--- config.mk ---
export PLATFORM = sky130hd
export DESIGN_NAME = reg_scoreboard
export DESIGN_NICKNAME = d
export VERILOG_FILES = /design/src/rtl/reg_scoreboard.sv
export SDC_FILE = /design/constraint.sdc
export NUM_CORES = 1
export LEC_CHECK = 0
export BUFFER_PORTS_ARGS = -buffer_cell sky130_fd_sc_hd__clkbuf_2
export CAP_MARGIN = 20
export CORE_UTILIZATION = 50
export DETAILED_ROUTE_END_ITERATION = 16
export PLACE_DENSITY = 0.71
export SLEW_MARGIN = 15
export SYNTH_ARGS = -nofsm -noshare
export SYNTH_HDL_FRONTEND = slang
export SYNTH_SLANG_ARGS = --single-unit
--- constraint.sdc ---
create_clock -name clk -period 5.07 [get_ports clk]
set_input_delay 0.2535 -clock clk [delete_from_list [all_inputs] [get_ports clk]]
set_output_delay 0.2535 -clock clk [all_outputs]
set_load 0.01 [all_outputs]
--- src/rtl/reg_scoreboard.sv ---
// Write-hazard scoreboard for the R0-R14 register file: per-register in-flight write
// counters gate issue until sources are clean; same-cycle writeback bypasses the stall.
module reg_scoreboard #(
  parameter int unsigned NUM_REGS = 15,
  parameter int unsigned CNT_W    = 2
) (
  input  logic                clk,
  input  logic                rst,
  input  logic                issue_valid,
  input  logic                issue_wb_en,
  input  logic [3:0]          issue_dest,
  input  logic [3:0]          issue_src1,
  input  logic [3:0]          issue_src2,
  input  logic                issue_use_src2,
  input  logic                wb_en,
  input  logic [3:0]          wb_dest,
  output logic                stall,
  output logic                issue_accept,
  output logic [NUM_REGS-1:0] pending_mask,
  output logic                busy,
  output logic                err_underflow
);

  localparam int unsigned IDX_N = 16;
  localparam logic [CNT_W-1:0] CNT_MAX = {CNT_W{1'b1}};
  localparam logic [3:0] PC_IDX = 4'd15;

  logic [NUM_REGS-1:0][CNT_W-1:0] cnt_q, cnt_d;
  logic err_q, err_d;

  // Per-index decode over the full 4-bit index space; entries past NUM_REGS stay 0.
  logic [IDX_N-1:0] wb_hit, pend, at_max;
  logic hazard, full;
  logic inc, dec;

  always_comb begin : hit_decode
    wb_hit = '0;
    pend   = '0;
    at_max = '0;
    for (int unsigned r = 0; r < NUM_REGS; r++) begin
      wb_hit[r] = wb_en && (wb_dest == 4'(r));
      pend[r]   = cnt_q[r] > CNT_W'(wb_hit[r]);
      at_max[r] = (cnt_q[r] == CNT_MAX) && !wb_hit[r];
    end
  end

  // Source check happens against pre-issue counts, so self-dependence never stalls.
  always_comb begin : issue_gate
    hazard       = pend[issue_src1] | (issue_use_src2 & pend[issue_src2]);
    full         = issue_wb_en & (issue_dest != PC_IDX) & at_max[issue_dest];
    stall        = issue_valid & (hazard | full);
    issue_accept = issue_valid & ~stall;
  end

  always_comb begin : next_state
    cnt_d = cnt_q;
    err_d = err_q;
    inc   = 1'b0;
    dec   = 1'b0;
    for (int unsigned r = 0; r < NUM_REGS; r++) begin
      inc = issue_accept && issue_wb_en && (issue_dest == 4'(r));
      dec = wb_hit[r] && (cnt_q[r] != '0);
      if (inc && !dec) begin
        cnt_d[r] = cnt_q[r] + CNT_W'(1);
      end else if (dec && !inc) begin
        cnt_d[r] = cnt_q[r] - CNT_W'(1);
      end
      if (wb_hit[r] && (cnt_q[r] == '0)) begin
        err_d = 1'b1;
      end
    end
  end

  always_ff @(posedge clk) begin
    if (rst) begin
      cnt_q <= '0;
      err_q <= 1'b0;
    end else begin
      cnt_q <= cnt_d;
      err_q <= err_d;
    end
  end

  always_comb begin : status_out
    pending_mask = '0;
    for (int unsigned r = 0; r < NUM_REGS; r++) begin
      pending_mask[r] = (cnt_q[r] != '0);
    end
    busy          = |pending_mask;
    err_underflow = err_q;
  end

endmodule

==> results of run 1 <==
[cell usage in the layout (no fill, tap or decap), types with 2 or more instances in the layout]
cell / netlist / final
sky130_fd_sc_hd__o21a_1: 2 / 2
sky130_fd_sc_hd__nor4_2: 3 / 3
sky130_fd_sc_hd__or2_2: 13 / 13
sky130_fd_sc_hd__nor3_1: 14 / 14
sky130_fd_sc_hd__nor4_4: 2 / 2
sky130_fd_sc_hd__nor3b_2: 2 / 2
sky130_fd_sc_hd__clkbuf_8: 0 / 5
sky130_fd_sc_hd__mux4_2: 2 / 2
sky130_fd_sc_hd__and3_1: 3 / 3
sky130_fd_sc_hd__o311ai_0: 3 / 3
sky130_fd_sc_hd__a211oi_1: 2 / 2
sky130_fd_sc_hd__dfxtp_1: 31 / 31
sky130_fd_sc_hd__or3_1: 18 / 18
sky130_fd_sc_hd__and4b_1: 2 / 2
sky130_fd_sc_hd__o21bai_1: 10 / 10
sky130_fd_sc_hd__nor4b_1: 2 / 2
sky130_fd_sc_hd__a21oi_1: 21 / 21
sky130_fd_sc_hd__mux2i_1: 4 / 4
sky130_fd_sc_hd__nand3_1: 7 / 7
sky130_fd_sc_hd__nor4_1: 8 / 8
sky130_fd_sc_hd__clkbuf_2: 1 / 40
sky130_fd_sc_hd__nand2b_1: 6 / 6
sky130_fd_sc_hd__nand3b_1: 2 / 2
sky130_fd_sc_hd__o211ai_1: 5 / 5
sky130_fd_sc_hd__o21ai_0: 21 / 21
sky130_fd_sc_hd__buf_4: 3 / 2
sky130_fd_sc_hd__ha_1: 26 / 26
sky130_fd_sc_hd__o32ai_1: 2 / 2
sky130_fd_sc_hd__clkbuf_1: 6 / 2
sky130_fd_sc_hd__a221oi_1: 2 / 2
sky130_fd_sc_hd__a22oi_1: 2 / 2
sky130_fd_sc_hd__nor2b_1: 8 / 8
sky130_fd_sc_hd__xor2_1: 31 / 31
sky130_fd_sc_hd__nor2_1: 39 / 39
sky130_fd_sc_hd__inv_1: 21 / 21
sky130_fd_sc_hd__a31oi_1: 2 / 2
sky130_fd_sc_hd__nand2_1: 29 / 29
sky130_fd_sc_hd__or4_1: 5 / 5
[kinds of logic after synthesis]
family | share of synthesized area, %
flops | 20.1
xor+xnor | 8.79
mux | 3.12
compound gates | 19.6
buf+inv | 5.59
simple gates | 32.3
fa+ha+maj | 10.5
[synth_stat cells (3+ instances only)]
library cell,n,area (um^2)
sky130_fd_sc_hd__o211ai_1,5,37.5
sky130_fd_sc_hd__o21ai_0,21,105
sky130_fd_sc_hd__clkbuf_1,6,22.5
sky130_fd_sc_hd__nand3_1,7,35.0
sky130_fd_sc_hd__a21oi_1,21,105
sky130_fd_sc_hd__mux2i_1,4,40.0
sky130_fd_sc_hd__nor4_1,8,50.1
sky130_fd_sc_hd__nor2b_1,8,50.1
sky130_fd_sc_hd__or2_2,13,81.3
sky130_fd_sc_hd__nor3_1,14,70.1
sky130_fd_sc_hd__buf_4,3,22.5
sky130_fd_sc_hd__nand2b_1,6,37.5
sky130_fd_sc_hd__xor2_1,31,272
sky130_fd_sc_hd__or3_1,18,113
sky130_fd_sc_hd__dfxtp_1,31,621
sky130_fd_sc_hd__nand2_1,29,109
sky130_fd_sc_hd__ha_1,26,325
sky130_fd_sc_hd__nor4_2,3,37.5
sky130_fd_sc_hd__o311ai_0,3,26.3
sky130_fd_sc_hd__nor2_1,39,146
sky130_fd_sc_hd__o21bai_1,10,75.1
sky130_fd_sc_hd__or4_1,5,37.5
sky130_fd_sc_hd__buf_6,3,33.8
sky130_fd_sc_hd__inv_1,21,78.8
sky130_fd_sc_hd__and3_1,3,18.8
[final cells by class]
type / instances / area, um^2 / share of cell area (%)
clock buffer: 7 / 76.3 / 2.26
clock inverter: 1 / 5.00 / 0.148
inverter: 21 / 78.8 / 2.33
multi-input combinational: 322 / 2290 / 67.8
sequential: 31 / 621 / 18.3
tap: 75 / 93.8 / 2.77
timing repair buffer: 42 / 215 / 6.36
[worst max-delay path: cells and delay by family]
family / cells / cell delay (ns)
mux: 1 / 0.45
simple gates: 4 / 1.49
buf+inv: 1 / 0.19
compound gates: 5 / 0.99
fa+ha+maj: 2 / 0.55
[power by group through the flow]
stage	Sequential (W)	Combinational (W)	Clock (W)
floorplan	0.000256	0.0000858	0
global placement	0.000256	0.000122	0
detailed placement	0.000256	0.000122	0
CTS	0.000251	0.000123	0.000195
global route	0.000251	0.000134	0.000203
finish	0.000251	0.000126	0.000191
[worst paths after layout]
check / start / to
max: wb_dest[2] / cnt_q[13]
max reg2reg: cnt_q[20] / cnt_q[13]
min reg2reg: cnt_q[11] / cnt_q[11]
min: cnt_q[11] / cnt_q[11]
[registers in the layout, summed over array words and instances (netlist names)]
signal	cells
cnt_q	30
err_underflow	1
[routing by layer]
metal | GRT usage, % | part of all wire (%) | routed length, um | vias to the layer above
met3 | 7.39 | 8.4 | 755 | 25
li1 | - | - | - | 1496
met5 | 0 | 0 | 0 | -
met1 | 36.7 | 44 | 3950 | 1426
met2 | 44.6 | 45 | 4040 | 141
met4 | 10.7 | 2.3 | 206 | 0
[through the flow]
| step | util [%] | setup slack (ns) |
|---|---|---|
| global placement | 55.5 | 1.17 |
| detailed placement | 55.5 | 1.10 |
| finish | 56.8 | 1.34 |
| floorplan | - | 1.69 |
| global route | 56.8 | 1.10 |
| CTS | 56.8 | 1.38 |
==> results summary, run 1 <==
The cell area after technology mapping is 3090 um^2. The via count of the first global-routing pass is 2777. The final hold violation count came to 0.

The signal on the critical path passes through clkbuf_2 > nand3b_1 > nor3b_2 > ha_1 > o21bai_1 > mux4_2 > o211a_1 > a22oi_1 > o41ai_4 > nor4_1 > ha_1 > or3_1 > a21oi_1. For the worst-skew pair, the clock arrives at the later sink with an insertion delay of 0.29 ns. In the synthesized netlist the dominant register cell turns out to be sky130_fd_sc_hd__dfxtp_1. The number of clock buffers inserted by TritonCTS came out at 5.

The fraction of power spent switching nets came out at 31.7%. The routed wire length is 8.95 mm. The length of the first detailed-routing pass in iterations is 5. The worst pin sits at a relative slew slack of 28.3%. The final routed wire length divided by cell count came out at 17.9 um. The congestion estimate from routability-driven global placement came to 0.952. The worst hold path belongs to the class reg -> reg. The post-route clock period utilization is 73.7%.

The worst setup path is launched from a primary input. The relative contribution of sequential cells to total power came out at 44.1%. The routed layout has 3088 vias.

The standby leakage power came out at 1.43 nW. The count of hold-fix buffers inserted at cts came out at 0. VDD sags by at most 0.000122 V. The kind of end point of the critical path is a register. The number of distinct library cells after synthesis came out at 63. The number of slew-limit violations in the final report came out at 0. The peak clock frequency supported by timing came out at 268 MHz. The synthesis-to-finish area growth is 9.60%. The pin count of the biggest net entering global routing came out at 32. After clock tree synthesis, the clock-pin slew on the worst setup and hold paths is 0.06 ns. The Yosys step of the flow raised 0 warnings. During I/O placement, the number of pins put on the boundary was 41. The final total power is 0.000568 W.

The vertical die dimension is 80.6 um. The global-route wire length before repair came out at 13.9 mm. The full die area is 6490 um^2. The power share of the clock group is 33.6%. The arrival time at the worst endpoint is 3.94 ns.

The part of the Yosys area used for sequential elements came out at 20.1%. The repair_antennas step left the layout with diodes totalling 0. The total overflow reported by the global router is 0. The final non-filler cell area came out at 3380 um^2. The cell at the root of the clock tree is sky130_fd_sc_hd__clkbuf_8. The final-report setup violation count is 0.

The largest clock skew in the final design is 0.00421 ns. The maximum net fanout on the critical path is 17. The number of setup buffers added after CTS came out at 0.

The remaining routing DRC violations is 0. The required time at the endpoint of the critical path is 5.28 ns. The power density over cell area came out at 168 nW/um^2. Across the run, the number of max-cap violations was 0. The port buffer count came out at 40. The synthesized net count is 437. The core region is 5960 um^2.

The internal portion of the total power is 0.000388 W. Counting every sink on the clock net gives 31. The standard cell with the maximum stage delay on the critical path is sky130_fd_sc_hd__mux4_2. The clock tree buffer depth came out at 2. Global routing consumed, over all layers together, 28.4% of the routing resources. The number of synthesized register bits came out at 31.

The die span in x is 80.6 um. The row count is 28. The count of nets left with antenna violations once routing finished came out at 0. The half-perimeter wire length after placement came out at 6.95 mm. The minimum clock period came out at 3.73 ns. The worst hold margin came out at 0.512 ns. The initial antenna violation count came out at 0.

TritonCTS built the clock tree. The count of cells along the worst hold path is 2. The combinational group share of total power came out at 22.2%. The final total negative setup slack is 0 ns. The number of cells on the worst reg-to-reg path came out at 11.

The flow ran to the end, and the final reports show no timing, DRC or antenna violations. Setup slack on the worst reg-to-reg path comes out at 1.59 ns. The worst-margin pin slew is 1.07 ns.

The per-cell via count in the routed design is 6.19. Setup repair after global routing left no endpoint under its margin. The net switching power is 0.000180 W. The mean cell area of the mapped netlist came out at 7.94 um^2. The first-iteration detailed-routing DRC count came out at 257. The most numerous cell type found on the critical path is sky130_fd_sc_hd__ha_1.

The final standard cell count with taps included and fillers excluded is 499. Of the cells placed in the final design, the portion with a size suffix greater than 1 is 18.6%. The starting density of the core came out at 51.8%.

The number of enable flip-flop cells after synthesis is 0. The number of cells in the design after placement is 491. The post-cts sizing count is 0. The critical path class is in -> reg. The number of fill cells is 584. The deepest level of the CTS H-tree came out at 2.

In the synthesized netlist the async set-or-reset flop fraction comes to 0%. The number of nets in the final layout came out at 471. The post-placement cell area came out at 3300 um^2. For this run, the slowest stage of the critical path takes 0.45 ns.

The instance count of the mapped netlist came out at 389.
(Power assumes the default switching activity.)
==> inputs of run 2 (changes only) <==
Settings changed: PLACE_DENSITY 0.71 to 0.73.
Clock period 5.07 ns to 3.35 ns, I/O delays scaled along.
==> run 2 against run 1 <==
Clock-buffer cell count decreased by 1. Setup slack got worse by 1.3 ns. Non-clock buffer count increased by 58. Highest routed layer unchanged. Critical path type unchanged. Largest power group unchanged.
==> results summary, run 2 (same netlist as run 1, synthesis figures left out) <==
The relative contribution of sequential cells to total power came out at 41.7% (-2.4 points). The total overflow reported by the global router is 0 (unchanged). The cell count along the critical path is 14 (+1).

The clock edge transition at the registers on the reported setup and hold paths came out at 0.07 ns (about the same). The post-route clock period utilization is 98.6%. TritonCTS built the clock tree. Setup repair after global routing could not meet its margin everywhere. The ratio of cells with drive above 1 in the final layout was 31.5% (+13 points). The number of slew-limit violations in the final report came to 0 (unchanged). The final non-filler cell area is 3940 um^2 (+16%). The number of fill cells came to 516 (-12%).

The fraction of power spent switching nets came out at 31.7% (about the same). By startpoint and endpoint, the worst setup path is classified as in -> reg. In this run the worst setup path begins at wb_dest[2]. The worst vdd rail ir drop is 0.000190 V (+56%).

The placeable core region is 5960 um^2 (unchanged). The number of cells on the worst reg-to-reg path is 12 (+1). The standard cell with the maximum stage delay on the critical path is sky130_fd_sc_hd__mux4_2. The net switching power came out at 0.000288 W (+60%).

The row count came to 28 (unchanged). The length of the first detailed-routing pass in iterations was 5 (unchanged). For the finished layout, the period the worst path requires is 3.30 ns. The starting density of the core came out at 51.8% (unchanged). The half-perimeter wire length after placement is 7.60 mm (+9.3%). The insertion delay of the later-clocked pin in the worst-skew pair came out at 0.28 ns (about the same).

The critical path's largest stage delay was 0.47 ns (+0.02 ns). The startpoint identified for the worst register-to-register timing path is cnt_q[22]. The arrival time at the worst endpoint is 3.50 ns (-0.44 ns). The synthesis-to-finish area growth came out at 27.5%. The worst relative slew slack was 44.4% (+16 points).

The final hold violation count is 0 (unchanged). The tree is rooted in a sky130_fd_sc_hd__clkbuf_8. The worst setup slack for register-to-register paths is 0.13 ns (-1.46 ns).

The pin count of the biggest net entering global routing is 32 (unchanged). The final total negative setup slack is 0 ns (unchanged). The final antenna diode count is 0 (unchanged). The reported max-cap violation count came to 0 (unchanged).

The cell-internal power is 0.000620 W (+60%). The most common cell after layout, fill and taps aside is sky130_fd_sc_hd__buf_4. The end of the worst register-to-register path is cnt_q[27]. The largest clock skew in the final design came out at 0.00366 ns (-0.000552 ns).

The run finished with clean final reports. The standby leakage power came out at 1.73 nW (+21%). The per-cell via count in the routed design came out at 6.13 (-0.92%). The kind of cell with the highest combined delay along the critical path is simple AND/OR/NAND/NOR gates. Derived from the worst setup path, the maximum achievable clock frequency is 303 MHz. The number of sinks handled by clock tree synthesis was 31 (unchanged). The count of buffer and inverter cells on the critical path is 2 (+1). The number of flip-flops in the largest register is 30 (unchanged).

The via count of the first global-routing pass is 3063 (+10%). Following the worst setup path forward leads to its endpoint at cnt_q[27]. The worst-margin pin slew came to 0.826 ns (-0.246 ns). The power density over cell area was 231 nW/um^2 (+37%). The routed wire length is 9.92 mm (+11%). The die span in x came out at 80.6 um (unchanged). The first-iteration detailed-routing DRC count is 384 (+49%).

The post-placement cell area is 3700 um^2 (+12%). In the layout the commonest cells are sky130_fd_sc_hd__buf_4 (55), sky130_fd_sc_hd__clkbuf_2 (40), sky130_fd_sc_hd__nor2_1 (35). The combinational group share of total power came out at 27.8% (+5.6 points). The final RePlAce weighted congestion came to 1.01 (+6.0%).

The initial antenna violation count came out at 0 (unchanged). The remaining routing DRC violations came out at 0 (unchanged). The final antenna-violating net count is 0 (unchanged). The vertical die dimension came out at 80.6 um (unchanged). The vias after detailed routing is 3403 (+10%).

The global-route wire length before repair is 15.0 mm (+7.8%). The port buffer count came out at 40 (unchanged). The clock tree buffer depth is 2 (unchanged). The final total power came out at 0.000908 W (+60%).

The deepest level of the CTS H-tree came out at 2 (unchanged). The final routed wire length divided by cell count is 17.9 um (-0.33%). The full die area came out at 6490 um^2 (unchanged). Traced cell by cell, the critical path runs through clkbuf_2 > nand3b_1 > nor3b_2 > ha_1 > o21bai_1 > mux4_2 > o21a_1 > a22oi_2 > o41ai_4 > buf_12 > nor4_1 > ha_1 > or3_1 > a21oi_1. The type of the tightest min-delay check is reg -> reg. The number of nets in the final layout came out at 529 (+12%). The final-report setup violation count came to 0 (unchanged).

The maximum net fanout on the critical path is 9 (-8). The worst setup path is launched from a primary input. The most prevalent standard cell on the critical path is sky130_fd_sc_hd__ha_1. The count of pins on the block boundary is 41 (unchanged). STA classifies the critical path endpoint as a register.

The overall global routing resource usage came to 30.5% (+2.2 points). The power share of the clock group came out at 30.5% (-3.1 points). The required time at the endpoint of the critical path came out at 3.55 ns (-1.73 ns). The number of clock buffers inserted by TritonCTS is 5 (unchanged). The most flop-heavy register is cnt_q.
run 2: layout make-up:
cell class	count	area, um^2	area share (%)
inverters	21	78.8	2.00
multi-input cells	322	2370	60.2
well taps	75	93.8	2.38
clock buffers	6	72.6	1.84
repair buffers	100	701	17.8
flip-flops and latches	31	621	15.8
run 2: metal layers:
layer | global-route usage (%) | routed length [um]
met5 | 0 | 0
met4 | 11.4 | 350
met3 | 5.91 | 712
met2 | 50.9 | 4640
met1 | 38.4 | 4220
run 2: how the worst min path moves through the flow:
stage	from	end	slack [ns]	cells after the start
after floorplan	rst	err_underflow	0.24	1
after global placement	cnt_q[13]	cnt_q[13]	0.49	2
after detailed placement	cnt_q[13]	cnt_q[13]	0.50	2
after CTS	cnt_q[13]	cnt_q[13]	0.51	2
after global routing	cnt_q[13]	cnt_q[13]	0.53	2
final	cnt_q[13]	cnt_q[13]	0.51	2
run 2: stage by stage:
stage | std cells | setup slack (ns) | utilization [%] | hold WS (ns)
global placement | 541 | -0.305 | 62.2 | 0.487
floorplan | 389 | 0.0532 | - | 0.237
finish | 555 | 0.0467 | 66.1 | 0.509
detailed placement | 541 | -0.384 | 62.2 | 0.503
global route | 555 | -0.148 | 66.1 | 0.533
CTS | 547 | 0.0294 | 63.5 | 0.512
run 2: worst reg2reg max path, stage by stage (launching register included):
cell and delay, ns:
sky130_fd_sc_hd__dfxtp_1 0.34, sky130_fd_sc_hd__inv_1 0.05, sky130_fd_sc_hd__ha_1 0.28, sky130_fd_sc_hd__o21bai_2 0.09, sky130_fd_sc_hd__mux4_2 0.49, sky130_fd_sc_hd__o21a_1 0.20
sky130_fd_sc_hd__a22oi_2 0.24, sky130_fd_sc_hd__o41ai_4 0.18, sky130_fd_sc_hd__buf_12 0.18, sky130_fd_sc_hd__nor4_1 0.27, sky130_fd_sc_hd__ha_1 0.32, sky130_fd_sc_hd__or3_1 0.36
sky130_fd_sc_hd__a21oi_1 0.15
run 2: power by group through the flow:
stage	Sequential [W]	Combinational [W]	Clock [W]
floorplan	0.000387	0.000130	0
global placement	0.000387	0.000217	0
detailed placement	0.000387	0.000220	0
CTS	0.000379	0.000222	0.000285
global route	0.000379	0.000267	0.000298
finish	0.000379	0.000252	0.000277
run 2: timing repair:
item,CTS,global route
buffers inserted,0,7
resized for setup,1,18
cloned,0,1
endpoints found under the setup margin,10,20
endpoints found under the hold margin,0,0
hold buffers,0,0
pin swaps,0,4
==> inputs of run 3 (changes only) <==
Settings changed: CORE_UTILIZATION 50 to 53, PLACE_DENSITY 0.73 to 0.77.
==> run 3 against run 2 <==
Clock power about the same. Setup slack better by 0.014 ns. Final area down 1.2%. Wire length down 1.4%.
==> results summary, run 3 (same netlist as run 1, synthesis figures left out) <==
The run finished with clean final reports. The final hold violation count came out at 0 (unchanged). The half-perimeter wire length after placement is 7.54 mm (-0.87%). The required time at the endpoint of the critical path is 3.55 ns (about the same).

The pin count of the biggest net entering global routing is 32 (unchanged). The synthesis-to-finish area growth came out at 25.9%. The per-cell via count in the routed design is 6.24 (+1.8%). The vertical die dimension came out at 78.3 um (-2.8%). The worst relative slew slack came out at 31.1% (-13 points). The number of sinks handled by clock tree synthesis is 31 (unchanged). The ratio of cells with drive above 1 in the final layout was 30.3% (-1.1 points). The final total power was 0.000901 W (-0.79%). The die span in x is 78.3 um (-2.8%). The post-placement cell area is 3670 um^2 (-0.84%). The maximum net fanout on the critical path came out at 8 (-1).

The number of fill cells is 510 (-1.2%). The arrival time at the worst endpoint is 3.49 ns (about the same). The number of cells on the worst reg-to-reg path came to 12 (unchanged). The startpoint type of the worst setup path is a primary input. The clock tree buffer depth came out at 2 (unchanged). The routed wire length came out at 9.78 mm (-1.4%). The deepest level of the CTS H-tree was 2 (unchanged).

The placeable core region came out at 5570 um^2 (-6.4%). The final standard cell count with taps included and fillers excluded came out at 547 (-1.4%). The port buffer count is 40 (unchanged).

The power density over cell area is 232 nW/um^2 (+0.45%). The count of pins on the block boundary came out at 41 (unchanged). The number of slew-limit violations in the final report is 0 (unchanged). The critical path class is in -> reg. The worst setup path is captured at a register. The final antenna diode count came out at 0 (unchanged). The global-route wire length before repair came out at 15.6 mm (+4.2%).

The standby leakage power is 1.70 nW (-2.0%). The minimum clock period came out at 3.29 ns (-0.0143 ns). The post-route clock period utilization is 98.2% (-0.43 points). The total overflow reported by the global router came out at 0 (unchanged). The first-iteration detailed-routing DRC count came out at 275 (-28%).

The starting density of the core came to 55.4% (+3.5 points). The number of clock buffers inserted by TritonCTS came out at 5 (unchanged). The overall global routing resource usage was 32.8% (+2.2 points).

The number of nets in the final layout is 524 (-0.95%). The number of flip-flops in the largest register is 30 (unchanged). The final routed wire length divided by cell count is 17.9 um (about the same). The final-report setup violation count was 0 (unchanged). In this run the clock root is driven by a sky130_fd_sc_hd__clkbuf_8. The via count of the first global-routing pass came out at 3256 (+6.3%). The number of cells in the design after placement is 536 (-0.92%). The length of the first detailed-routing pass in iterations came to 5 (unchanged). The final antenna-violating net count came out at 0 (unchanged). The count of cells along the worst hold path is 4 (+2). The remaining routing DRC violations came out at 0 (unchanged). The reported max-cap violation count came out at 0 (unchanged). The worst-margin pin slew is 1.02 ns (+0.198 ns). The largest clock skew in the final design came to 0.00407 ns (+0.000410 ns). The utilization after layout came to 69.7% (+3.6 points). The final non-filler cell area was 3890 um^2 (-1.2%). The insertion delay of the later-clocked pin in the worst-skew pair came out at 0.28 ns (about the same). TritonCTS built the clock tree. The initial antenna violation count came out at 0 (unchanged). The worst vdd rail ir drop came out at 0.000150 V (-21%). The min-delay analysis places its worst path in the category in -> reg.

The row count came out at 27 (-3.6%). The peak clock frequency supported by timing came out at 304 MHz (+0.43%). The final RePlAce weighted congestion is 0.996 (-1.3%). The full die area came to 6140 um^2 (-5.5%). Leaving out fill and tap cells, the most frequent cells in the layout are sky130_fd_sc_hd__buf_4 (53), sky130_fd_sc_hd__nor2_1 (38), sky130_fd_sc_hd__clkbuf_2 (38). The most common cell after layout, fill and taps aside is sky130_fd_sc_hd__buf_4.

The vias after detailed routing is 3414 (+0.32%). The register with the most flip-flops in the final layout is cnt_q. The clock edge transition at the registers on the reported setup and hold paths came out at 0.06 ns (about the same).
## run 3: final cells by class
| class | count | area [um^2] | share of cell area (%) |
|---|---|---|---|
| Clock buffer | 6 | 72.6 | 1.87 |
| Sequential cell | 31 | 621 | 16.0 |
| Multi-Input combinational cell | 323 | 2400 | 61.7 |
| Tap cell | 72 | 90.1 | 2.32 |
| Inverter | 21 | 78.8 | 2.03 |
| Timing Repair Buffer | 94 | 627 | 16.1 |
## run 3: final timing paths
check	startpoint	end	slack, ns
hold / removal	wb_dest[2]	err_underflow	0.42
hold reg to reg	cnt_q[13]	cnt_q[13]	0.50
setup / recovery	wb_dest[1]	cnt_q[11]	0.06
setup reg to reg	cnt_q[20]	cnt_q[11]	0.13
## run 3: worst max-delay path, cell delays in order
cell and delay, ns:
sky130_fd_sc_hd__clkbuf_4 0.18, sky130_fd_sc_hd__nand3b_1 0.17, sky130_fd_sc_hd__nor3b_2 0.30, sky130_fd_sc_hd__ha_2 0.26, sky130_fd_sc_hd__o21bai_4 0.08, sky130_fd_sc_hd__mux4_2 0.46
sky130_fd_sc_hd__o211a_1 0.25, sky130_fd_sc_hd__a22oi_2 0.23, sky130_fd_sc_hd__o41ai_4 0.22, sky130_fd_sc_hd__buf_4 0.21, sky130_fd_sc_hd__nor4_4 0.22, sky130_fd_sc_hd__ha_1 0.28
sky130_fd_sc_hd__or3_1 0.34, sky130_fd_sc_hd__a21oi_1 0.13
## run 3: stage by stage
| step | hold slack (ns) | setup WS (ns) | TNS [ns] |
|---|---|---|---|
| floorplan | 0.237 | 0.0532 | 0 |
| global placement | 0.480 | -0.143 | -1.29 |
| detailed placement | 0.494 | -0.286 | -3.43 |
| CTS | 0.484 | 0.0271 | 0 |
| global route | 0.414 | -0.0405 | -0.0972 |
| finish | 0.424 | 0.0610 | 0 |
## run 3: report_power, final
group / total, W / internal (W) / leakage (nW) / switching (W)
Combinational: 0.000245 / 0.000102 / 1.41 / 0.000143
Clock: 0.000277 / 0.000138 / 0.0371 / 0.000138
Sequential: 0.000379 / 0.000374 / 0.250 / 0.00000542
Total: 0.000901 / 0.000614 / 1.70 / 0.000287
## run 3: per-layer routing
| layer | part of all wire (%) | wire length, um | vias to the layer above | track usage [%] |
|---|---|---|---|---|
| met2 | 47 | 4550 | 162 | 54.5 |
| met3 | 8.3 | 814 | 30 | 5.00 |
| li1 | - | - | 1603 | - |
| met4 | 2.9 | 285 | 0 | 12.4 |
| met1 | 42 | 4130 | 1619 | 42.5 |
| met5 | 0 | 0 | - | 0 |
## run 3: what timing repair did
action / in CTS / in global routing
hold buffers: 0 / 0
endpoints found under the setup margin: 2 / 20
pin swaps: 0 / 14
buffers inserted: 0 / 4
cloned: 0 / 1
resized for setup: 2 / 24
